--- src/rtl/pim_indirect_pkg.sv ---
// Shared constants, FSM state type and lane helper for the indirect-argument
// PIM command sequencer.
package pim_indirect_pkg;

  localparam int IDX_W  = 32;
  localparam int BEAT_W = 256;
  localparam int CNT_W  = 16;
  localparam int LANES  = BEAT_W / IDX_W;
  localparam int LANE_W = $clog2(LANES);
  localparam int SHF_W  = 5;

  // Field positions inside argument register C.
  localparam int C_CNT_LSB = 0;
  localparam int C_CNT_MSB = 15;
  localparam int C_SHF_LSB = 16;
  localparam int C_SHF_MSB = 20;

  // Byte size of one index beat; consecutive beats are this far apart.
  localparam logic [IDX_W-1:0]  BEAT_BYTES = 32'd32;
  localparam logic [LANE_W-1:0] LAST_LANE  = LANE_W'(LANES - 1);

  typedef enum logic [2:0] {
    ST_IDLE  = 3'd0,
    ST_FETCH = 3'd1,
    ST_WAIT  = 3'd2,
    ST_ISSUE = 3'd3,
    ST_DONE  = 3'd4
  } state_e;

  // Select one 32-bit index out of a beat; lane k sits at bits [32k+31:32k].
  function automatic logic [IDX_W-1:0] lane_word(input logic [BEAT_W-1:0] beat,
                                                 input logic [LANE_W-1:0] lane);
    lane_word = beat[int'(lane)*IDX_W +: IDX_W];
  endfunction

endpackage

--- src/rtl/pim_indirect_seq_if.sv ---
// Index-read port and command port of the sequencer, bundled as one interface.
// The master side is the sequencer; the slave side is memory / PIM request path.
interface pim_indirect_seq_if;
  import pim_indirect_pkg::*;

  logic              o_idx_rd_req;
  logic [IDX_W-1:0]  o_idx_rd_addr;
  logic              i_idx_rd_ack;
  logic              i_idx_rd_valid;
  logic [BEAT_W-1:0] i_idx_rd_data;
  logic              o_cmd_valid;
  logic [IDX_W-1:0]  o_cmd_addr;
  logic              i_cmd_ready;

  modport master (
    output o_idx_rd_req, o_idx_rd_addr, o_cmd_valid, o_cmd_addr,
    input  i_idx_rd_ack, i_idx_rd_valid, i_idx_rd_data, i_cmd_ready
  );

  modport slave (
    input  o_idx_rd_req, o_idx_rd_addr, o_cmd_valid, o_cmd_addr,
    output i_idx_rd_ack, i_idx_rd_valid, i_idx_rd_data, i_cmd_ready
  );

endinterface

--- src/rtl/pim_indirect_addr_calc.sv ---
// Registered target-address generator: addr = base + (beat[lane] << shift),
// wrapping mod 2^32. The register only changes on load or clear so the
// command address stays stable while a command waits for ready.
module pim_indirect_addr_calc
  import pim_indirect_pkg::*;
(
  input  logic              clk,
  input  logic              rst_x,
  input  logic              clr_i,
  input  logic              load_i,
  input  logic [BEAT_W-1:0] beat_i,
  input  logic [LANE_W-1:0] lane_i,
  input  logic [IDX_W-1:0]  base_i,
  input  logic [SHF_W-1:0]  shift_i,
  output logic [IDX_W-1:0]  addr_o
);

  logic [IDX_W-1:0] idx_s;
  logic [IDX_W-1:0] addr_d;
  logic [IDX_W-1:0] addr_q;

  // Next address: clear wins, then load a freshly computed lane address, else hold.
  always_comb begin
    idx_s  = lane_word(beat_i, lane_i);
    addr_d = addr_q;
    if (clr_i) begin
      addr_d = 32'h0000_0000;
    end else if (load_i) begin
      addr_d = base_i + (idx_s << shift_i);
    end else begin
      addr_d = addr_q;
    end
  end

  // Address register.
  always_ff @(posedge clk or negedge rst_x) begin
    if (!rst_x) begin
      addr_q <= 32'h0000_0000;
    end else begin
      addr_q <= addr_d;
    end
  end

  assign addr_o = addr_q;

endmodule

--- src/rtl/pim_indirect_seq.sv ---
// Indirect-argument sequencer: walks an index table N entries long, one
// 8-index beat at a time, and issues B + (idx << S) for each element on the
// command port.
module pim_indirect_seq
  import pim_indirect_pkg::*;
(
  input  logic               clk,
  input  logic               rst_x,
  input  logic               i_start,
  input  logic [IDX_W-1:0]   i_args_reg_A,
  input  logic [IDX_W-1:0]   i_args_reg_B,
  input  logic [IDX_W-1:0]   i_args_reg_C,
  input  logic               i_HPC_clear,
  input  logic               i_PIM_dev_working,
  pim_indirect_seq_if.master bus,
  output logic               o_busy,
  output logic               o_done,
  output logic [CNT_W-1:0]   o_issued_cnt
);

  state_e            state_q,     state_d;
  logic              req_q,       req_d;
  logic [IDX_W-1:0]  rd_addr_q,   rd_addr_d;
  logic              cmd_valid_q, cmd_valid_d;
  logic              done_q,      done_d;
  logic              busy_q,      busy_d;
  logic [CNT_W-1:0]  cnt_q,       cnt_d;
  logic [LANE_W-1:0] lane_q,      lane_d;
  logic [BEAT_W-1:0] beat_q,      beat_d;
  logic [IDX_W-1:0]  b_q,         b_d;
  logic [CNT_W-1:0]  n_q,         n_d;
  logic [SHF_W-1:0]  s_q,         s_d;

  logic              load_s;
  logic [LANE_W-1:0] lane_sel_s;
  logic [CNT_W-1:0]  cnt_inc_s;
  logic              accept_s;
  logic [IDX_W-1:0]  cmd_addr_s;
  logic              unused_c_s;

  // Upper bits of C carry no meaning for this block.
  assign unused_c_s = ^i_args_reg_C[IDX_W-1:C_SHF_MSB+1];

  assign cnt_inc_s = cnt_q + 16'd1;
  assign accept_s  = cmd_valid_q & bus.i_cmd_ready;

  // Next-state and output decode; the abort input overrides every state.
  always_comb begin
    state_d     = state_q;
    req_d       = req_q;
    rd_addr_d   = rd_addr_q;
    cmd_valid_d = cmd_valid_q;
    done_d      = 1'b0;
    cnt_d       = cnt_q;
    lane_d      = lane_q;
    beat_d      = beat_q;
    b_d         = b_q;
    n_d         = n_q;
    s_d         = s_q;
    load_s      = 1'b0;
    lane_sel_s  = lane_q;

    if (i_HPC_clear) begin
      state_d     = ST_IDLE;
      req_d       = 1'b0;
      cmd_valid_d = 1'b0;
      cnt_d       = 16'd0;
    end else begin
      case (state_q)
        ST_IDLE: begin
          if (i_start) begin
            b_d    = i_args_reg_B;
            n_d    = i_args_reg_C[C_CNT_MSB:C_CNT_LSB];
            s_d    = i_args_reg_C[C_SHF_MSB:C_SHF_LSB];
            cnt_d  = 16'd0;
            lane_d = {LANE_W{1'b0}};
            if (i_args_reg_C[C_CNT_MSB:C_CNT_LSB] != 16'd0) begin
              state_d   = ST_FETCH;
              req_d     = 1'b1;
              rd_addr_d = i_args_reg_A;
            end else begin
              state_d = ST_DONE;
            end
          end else begin
            state_d = ST_IDLE;
          end
        end

        ST_FETCH: begin
          if (bus.i_idx_rd_ack) begin
            req_d = 1'b0;
            if (bus.i_idx_rd_valid) begin
              beat_d  = bus.i_idx_rd_data;
              lane_d  = {LANE_W{1'b0}};
              state_d = ST_ISSUE;
            end else begin
              state_d = ST_WAIT;
            end
          end else begin
            state_d = ST_FETCH;
          end
        end

        ST_WAIT: begin
          if (bus.i_idx_rd_valid) begin
            beat_d  = bus.i_idx_rd_data;
            lane_d  = {LANE_W{1'b0}};
            state_d = ST_ISSUE;
          end else begin
            state_d = ST_WAIT;
          end
        end

        ST_ISSUE: begin
          if (cmd_valid_q) begin
            // Once presented, a command holds until accepted.
            if (accept_s) begin
              cnt_d       = cnt_inc_s;
              cmd_valid_d = 1'b0;
              if (cnt_inc_s == n_q) begin
                state_d = ST_DONE;
              end else if (lane_q == LAST_LANE) begin
                state_d   = ST_FETCH;
                req_d     = 1'b1;
                rd_addr_d = rd_addr_q + BEAT_BYTES;
              end else begin
                lane_d     = lane_q + 3'd1;
                lane_sel_s = lane_q + 3'd1;
                // Chain the next lane straight away to sustain one per cycle.
                if (!i_PIM_dev_working) begin
                  load_s      = 1'b1;
                  cmd_valid_d = 1'b1;
                end else begin
                  cmd_valid_d = 1'b0;
                end
              end
            end else begin
              cmd_valid_d = 1'b1;
            end
          end else if (!i_PIM_dev_working) begin
            load_s      = 1'b1;
            cmd_valid_d = 1'b1;
          end else begin
            cmd_valid_d = 1'b0;
          end
        end

        ST_DONE: begin
          state_d = ST_IDLE;
          done_d  = 1'b1;
        end

        default: begin
          state_d     = ST_IDLE;
          req_d       = 1'b0;
          cmd_valid_d = 1'b0;
        end
      endcase
    end

    // Busy also covers the done-pulse cycle so a run reads as one busy window.
    busy_d = (state_d != ST_IDLE) || done_d;
  end

  // State and output registers.
  always_ff @(posedge clk or negedge rst_x) begin
    if (!rst_x) begin
      state_q     <= ST_IDLE;
      req_q       <= 1'b0;
      rd_addr_q   <= 32'h0000_0000;
      cmd_valid_q <= 1'b0;
      done_q      <= 1'b0;
      busy_q      <= 1'b0;
      cnt_q       <= 16'd0;
      lane_q      <= 3'd0;
      beat_q      <= 256'd0;
      b_q         <= 32'h0000_0000;
      n_q         <= 16'd0;
      s_q         <= 5'd0;
    end else begin
      state_q     <= state_d;
      req_q       <= req_d;
      rd_addr_q   <= rd_addr_d;
      cmd_valid_q <= cmd_valid_d;
      done_q      <= done_d;
      busy_q      <= busy_d;
      cnt_q       <= cnt_d;
      lane_q      <= lane_d;
      beat_q      <= beat_d;
      b_q         <= b_d;
      n_q         <= n_d;
      s_q         <= s_d;
    end
  end

  pim_indirect_addr_calc u_addr_calc (
    .clk     (clk),
    .rst_x   (rst_x),
    .clr_i   (i_HPC_clear),
    .load_i  (load_s),
    .beat_i  (beat_q),
    .lane_i  (lane_sel_s),
    .base_i  (b_q),
    .shift_i (s_q),
    .addr_o  (cmd_addr_s)
  );

  assign bus.o_idx_rd_req  = req_q;
  assign bus.o_idx_rd_addr = rd_addr_q;
  assign bus.o_cmd_valid   = cmd_valid_q;
  assign bus.o_cmd_addr    = cmd_addr_s;
  assign o_busy            = busy_q;
  assign o_done            = done_q;
  assign o_issued_cnt      = cnt_q;

endmodule

--- src/flat_wrapper.sv ---
// flat-port wrapper written by rule: the top's interface ports become plain ports
module pim_indirect_seq_flat import pim_indirect_pkg::*;
  (clk, rst_x, i_start, i_args_reg_A, i_args_reg_B, i_args_reg_C, i_HPC_clear, i_PIM_dev_working, o_busy, o_done, o_issued_cnt, bus_o_idx_rd_req, bus_o_idx_rd_addr, bus_o_cmd_valid, bus_o_cmd_addr, bus_i_idx_rd_ack, bus_i_idx_rd_valid, bus_i_idx_rd_data, bus_i_cmd_ready);
  pim_indirect_seq_if bus_i ();
  input  logic clk;
  input  logic rst_x;
  input  logic i_start;
  input  logic [IDX_W-1:0] i_args_reg_A;
  input  logic [IDX_W-1:0] i_args_reg_B;
  input  logic [IDX_W-1:0] i_args_reg_C;
  input  logic i_HPC_clear;
  input  logic i_PIM_dev_working;
  output logic o_busy;
  output logic o_done;
  output logic [CNT_W-1:0] o_issued_cnt;
  output wire logic [$bits(bus_i.o_idx_rd_req)-1:0] bus_o_idx_rd_req;
  output wire logic [$bits(bus_i.o_idx_rd_addr)-1:0] bus_o_idx_rd_addr;
  output wire logic [$bits(bus_i.o_cmd_valid)-1:0] bus_o_cmd_valid;
  output wire logic [$bits(bus_i.o_cmd_addr)-1:0] bus_o_cmd_addr;
  input wire logic [$bits(bus_i.i_idx_rd_ack)-1:0] bus_i_idx_rd_ack;
  input wire logic [$bits(bus_i.i_idx_rd_valid)-1:0] bus_i_idx_rd_valid;
  input wire logic [$bits(bus_i.i_idx_rd_data)-1:0] bus_i_idx_rd_data;
  input wire logic [$bits(bus_i.i_cmd_ready)-1:0] bus_i_cmd_ready;
  assign bus_o_idx_rd_req = bus_i.o_idx_rd_req;
  assign bus_o_idx_rd_addr = bus_i.o_idx_rd_addr;
  assign bus_o_cmd_valid = bus_i.o_cmd_valid;
  assign bus_o_cmd_addr = bus_i.o_cmd_addr;
  assign bus_i.i_idx_rd_ack = bus_i_idx_rd_ack;
  assign bus_i.i_idx_rd_valid = bus_i_idx_rd_valid;
  assign bus_i.i_idx_rd_data = bus_i_idx_rd_data;
  assign bus_i.i_cmd_ready = bus_i_cmd_ready;
  pim_indirect_seq u_core (.clk(clk), .rst_x(rst_x), .i_start(i_start), .i_args_reg_A(i_args_reg_A), .i_args_reg_B(i_args_reg_B), .i_args_reg_C(i_args_reg_C), .i_HPC_clear(i_HPC_clear), .i_PIM_dev_working(i_PIM_dev_working), .bus(bus_i), .o_busy(o_busy), .o_done(o_done), .o_issued_cnt(o_issued_cnt));
endmodule
--- config.mk ---
export PLATFORM = sky130hd
export DESIGN_NAME = pim_indirect_seq_flat
export DESIGN_NICKNAME = d
export VERILOG_FILES = /design/src/rtl/pim_indirect_pkg.sv /design/src/rtl/pim_indirect_seq_if.sv /design/src/rtl/pim_indirect_addr_calc.sv /design/src/rtl/pim_indirect_seq.sv /design/src/flat_wrapper.sv
export SDC_FILE = /design/constraint.sdc
export NUM_CORES = 1
export LEC_CHECK = 0
export ABC_AREA = 0
export ABC_CLOCK_PERIOD_IN_PS = 8400
export CAP_MARGIN = 30
export CORE_UTILIZATION = 30
export DETAILED_ROUTE_END_ITERATION = 7
export PLACE_DENSITY_LB_ADDON = 0.3
export SYNTH_ARGS = -nofsm -noshare
export SYNTH_HDL_FRONTEND = slang
export SYNTH_SLANG_ARGS = --single-unit
--- constraint.sdc ---
create_clock -name clk -period 8.4 [get_ports clk]
set_input_delay 0.84 -clock clk [delete_from_list [all_inputs] [get_ports clk]]
set_output_delay 0.84 -clock clk [all_outputs]
set_load 0.005 [all_outputs]
==> impl_metrics.json <==
{
  "outcome": "complete, no violations",
  "core_sq_mm": 0.0746,
  "nets": 2989,
  "reg2regPathDepth": 34,
  "synth_top_flop_cell": "dfrtp_1",
  "combPwrFrac_pct": 37.6,
  "slowest_delay_ns": 0.42,
  "leakagePower_nw": 12.3,
  "ff2ff_setup_slack_ns": 0.50,
  "antenna_found_initial": 17,
  "slew_violations": 0,
  "p_clk_share_pct": 25.0,
  "post-synth-top-count-cell": "dfrtp_1",
  "boundaryPins": 444,
  "rsz0062_at_grt": "false",
  "finalWirelength_um": 81700,
  "grt_max_degree": 140,
  "rr_startpoint": "u_core.o_issued_cnt[1]",
  "vias": 19500,
  "hold_violations": 0,
  "required_ns": 8.87,
  "slew_headroom_pct": 34.8,
  "tightestPinTransition_ns": 0.977,
  "peakVddDrop_mv": 0.168,
  "track_usage_pct": 20.9,
  "place_congestion": 0.945,
  "syn-num-nets": 2548,
  "start_kind": "flip-flop",
  "ys_ff_latch": 399,
  "synth-edff-count": 0,
  "die-height_um": 277,
  "dr.first_iter.drc_count": 1517,
  "maxCapViolCount": 0,
  "cp-end-kind": "flip-flop",
  "place_hpwl_um": 62300,
  "finalSetupViolCount": 0,
  "synth_area_sq_mm": 0.0226,
  "antenna_left": 0,
  "fin_worst_skew_ns": 0.0235,
  "placed_cell_area_sq_mm": 0.0286,
  "clk_latency_ns": 0.60,
  "clk_pin_slew_worst_paths_ns": 0.06,
  "ys_seq_area_share_pct": 44.1,
  "grt_pass1_wl_um": 124000,
  "crit_path_top_delay_cell": "dfrtp_1",
  "die_area_sq_mm": 0.0766,
  "final_area_sq_mm": 0.0304,
  "port_buffers": 432,
  "synth_top_area_share_pct": 44.1,
  "min-delay-path-class": "input port to async pin",
  "postCtsHoldBufs": 0,
  "grt_pass1_vias": 19600,
  "critPathKind": "flip-flop to flip-flop",
  "drc": 0,
  "synth_top_cells_by_area": "dfrtp_1 44%, mux2_2 17%, o21ai_0 3.5%, mux2i_1 3.4%, nand2_1 2.7%",
  "yosys_warnings": 0,
  "initial_core_util_pct": 30.4,
  "async_reset_ff_share_pct": 100,
  "fmax_mhz": 127,
  "swShare_pct": 34.5,
  "viasPerCell": 5.42,
  "cts.htree.levels": 2,
  "syn_inst": 2152,
  "syn_to_final_growth_pct": 34.2,
  "p_int_mw": 5.73,
  "syn_area_per_cell_sq_um": 10.5,
  "clk_path_buf_depth": 3,
  "grt-ovfl-total": 0,
  "post-route-period-util_pct": 94.1,
  "tns_ns": 0,
  "period_minus_slack_ns": 7.90,
  "arrival_ns": 8.37,
  "synth_top_area_cell": "dfrtp_1",
  "cts_tree": "built",
  "drive_gt1_share_pct": 22.7,
  "cts_buffers": 49,
  "first_pass_iters": 5,
  "fillers": 7108,
  "ys_types": 86,
  "fp-row-count": 100,
  "power_frac_seq_pct": 37.4,
  "die_w_um": 277,
  "power_density_mw_per_mm2": 288,
  "critPathMaxFanout": 27,
  "p_switching_mw": 3.02,
  "reg2reg_to": "u_core.u_addr_calc.addr_o[31]",
  "drt-wirelength-per-cell_um": 22.7,
  "cts_root_buffer": "clkbuf_16",
  "synth_common_cells": "399 x dfrtp_1, 340 x mux2_2, 163 x nand2_1, 157 x o21ai_0, 130 x clkbuf_1",
  "clock_sinks": 399
}
==> worst max-delay path: cells and delay by family, from the launching register on <==
kind / cells / cell delay (ns)
AO/OA/AOI/OAI: 18 / 3.39
AND/OR/NAND/NOR: 6 / 1.46
buffers and inverters: 4 / 0.85
multiplexers: 3 / 0.85
adder cells (fa/ha/maj): 2 / 0.57
flip-flops: 1 / 0.42
XOR/XNOR: 1 / 0.18
==> flip-flops by register name (all words and copies together), names as in the netlist <==
signal and count:
u_core.b_q 32, u_core.beat_q 256, u_core.bus.o_cmd_valid 1, u_core.bus.o_idx_rd_addr 32, u_core.bus.o_idx_rd_req 1, u_core.lane_q 3
u_core.n_q 16, u_core.o_busy 1, u_core.o_done 1, u_core.o_issued_cnt 16, u_core.s_q 5, u_core.state_q 3
u_core.u_addr_calc.addr_o 32
==> power groups by stage <==
stage | clock (mW) | combinational, mW | sequential, mW
2_1_floorplan | 0 | 2.18 | 3.04
3_3_place_gp | 0 | 3.19 | 3.25
3_5_place_dp | 0 | 3.26 | 3.29
4_1_cts | 2.25 | 3.28 | 3.26
5_1_grt | 2.33 | 3.58 | 3.37
6_report | 2.19 | 3.29 | 3.27
==> through the flow <==
step | std cells | setup slack (ns) | hold WS, ns | util, % | power (mW)
CTS | 3595 | 0.00190 | 0.143 | 40.5 | 8.79
detailed placement | 3507 | 0.0390 | 0.490 | 38.3 | 6.55
floorplan | 2152 | 0.921 | 0.472 | - | 5.22
global placement | 3504 | 0.162 | 0.484 | 38.3 | 6.44
finish | 3605 | 0.497 | 0.149 | 40.7 | 8.75
global route | 3603 | 0.0181 | 0.162 | 40.7 | 9.28
==> timing repair <==
action,CTS,global route
buffers inserted,0,2
endpoints found under the setup margin,1,9
gates cloned,0,0
gates resized for setup,1,18
pin swaps,0,1
endpoints found under the hold margin,0,0
==> layout by cell type (no fill, tap or decap), types with 10 or more instances in the layout <==
cell,netlist,routed
clkdlybuf4s50_1,0,431
dfrtp_1,399,398
mux2_2,340,340
nand2_1,163,161
o21ai_0,157,151
a21oi_1,117,116
buf_4,1,107
nor2_1,100,98
mux2i_1,78,78
o221ai_1,57,56
nand3_1,56,55
clkbuf_16,0,51
ha_1,35,35
inv_1,31,31
a21o_1,31,31
xnor2_1,29,29
nand4_1,26,26
nor3_1,27,23
a22oi_1,23,23
o22ai_1,22,22
a2bb2oi_1,21,20
o2bb2ai_1,19,19
nand2b_1,17,17
a211oi_1,19,17
and3_1,17,16
mux4_2,14,14
a31oi_1,15,14
xor2_1,11,11
nor2b_1,11,11
o2111ai_1,11,11
clkbuf_1,130,10
==> how the worst max path moves through the flow <==
| stage | startpoint | endpoint | slack [ns] |
|---|---|---|---|
| global route | u_core.o_issued_cnt[1] | u_core.u_addr_calc.addr_o[31] | 0.02 |
| finish | u_core.o_issued_cnt[1] | u_core.u_addr_calc.addr_o[31] | 0.50 |
| global placement | u_core.o_issued_cnt[1] | u_core.u_addr_calc.addr_o[31] | 0.16 |
| CTS | u_core.o_issued_cnt[1] | u_core.u_addr_calc.addr_o[31] | 0.002 |
| floorplan | u_core.o_issued_cnt[0] | u_core.u_addr_calc.addr_o[31] | 0.92 |
| detailed placement | u_core.o_issued_cnt[1] | u_core.u_addr_calc.addr_o[31] | 0.04 |
==> logic make-up after synthesis <==
| family | synth area share, % |
|---|---|
| AO/OA/AOI/OAI | 16.9 |
| XOR/XNOR | 1.72 |
| adder cells (fa/ha/maj) | 2.02 |
| buffers and inverters | 3.47 |
| flip-flops | 44.1 |
| multiplexers | 21.8 |
| AND/OR/NAND/NOR | 10.0 |
==> layer usage <==
| layer | share of wire [%] | track usage, % |
|---|---|---|
| met1 | 44 | 27.4 |
| met2 | 48 | 35.4 |
| met3 | 6.2 | 3.88 |
| met4 | 2.1 | 5.50 |
| met5 | 0.13 | 0 |
==> layout make-up <==
| type | count | area (sq um) | share of cell area (%) |
|---|---|---|---|
| repair buffers | 552 | 5390 | 17.7 |
| diodes | 6 | 15.0 | 0.0494 |
| well taps | 969 | 1210 | 3.99 |
| flip-flops and latches | 399 | 9990 | 32.9 |
| multi-input cells | 1557 | 12000 | 39.5 |
| clock buffers | 67 | 1400 | 4.60 |
| inverters | 34 | 128 | 0.420 |
| clock inverters | 21 | 255 | 0.840 |
No activity file was read; power rests on OpenSTA's default activity.
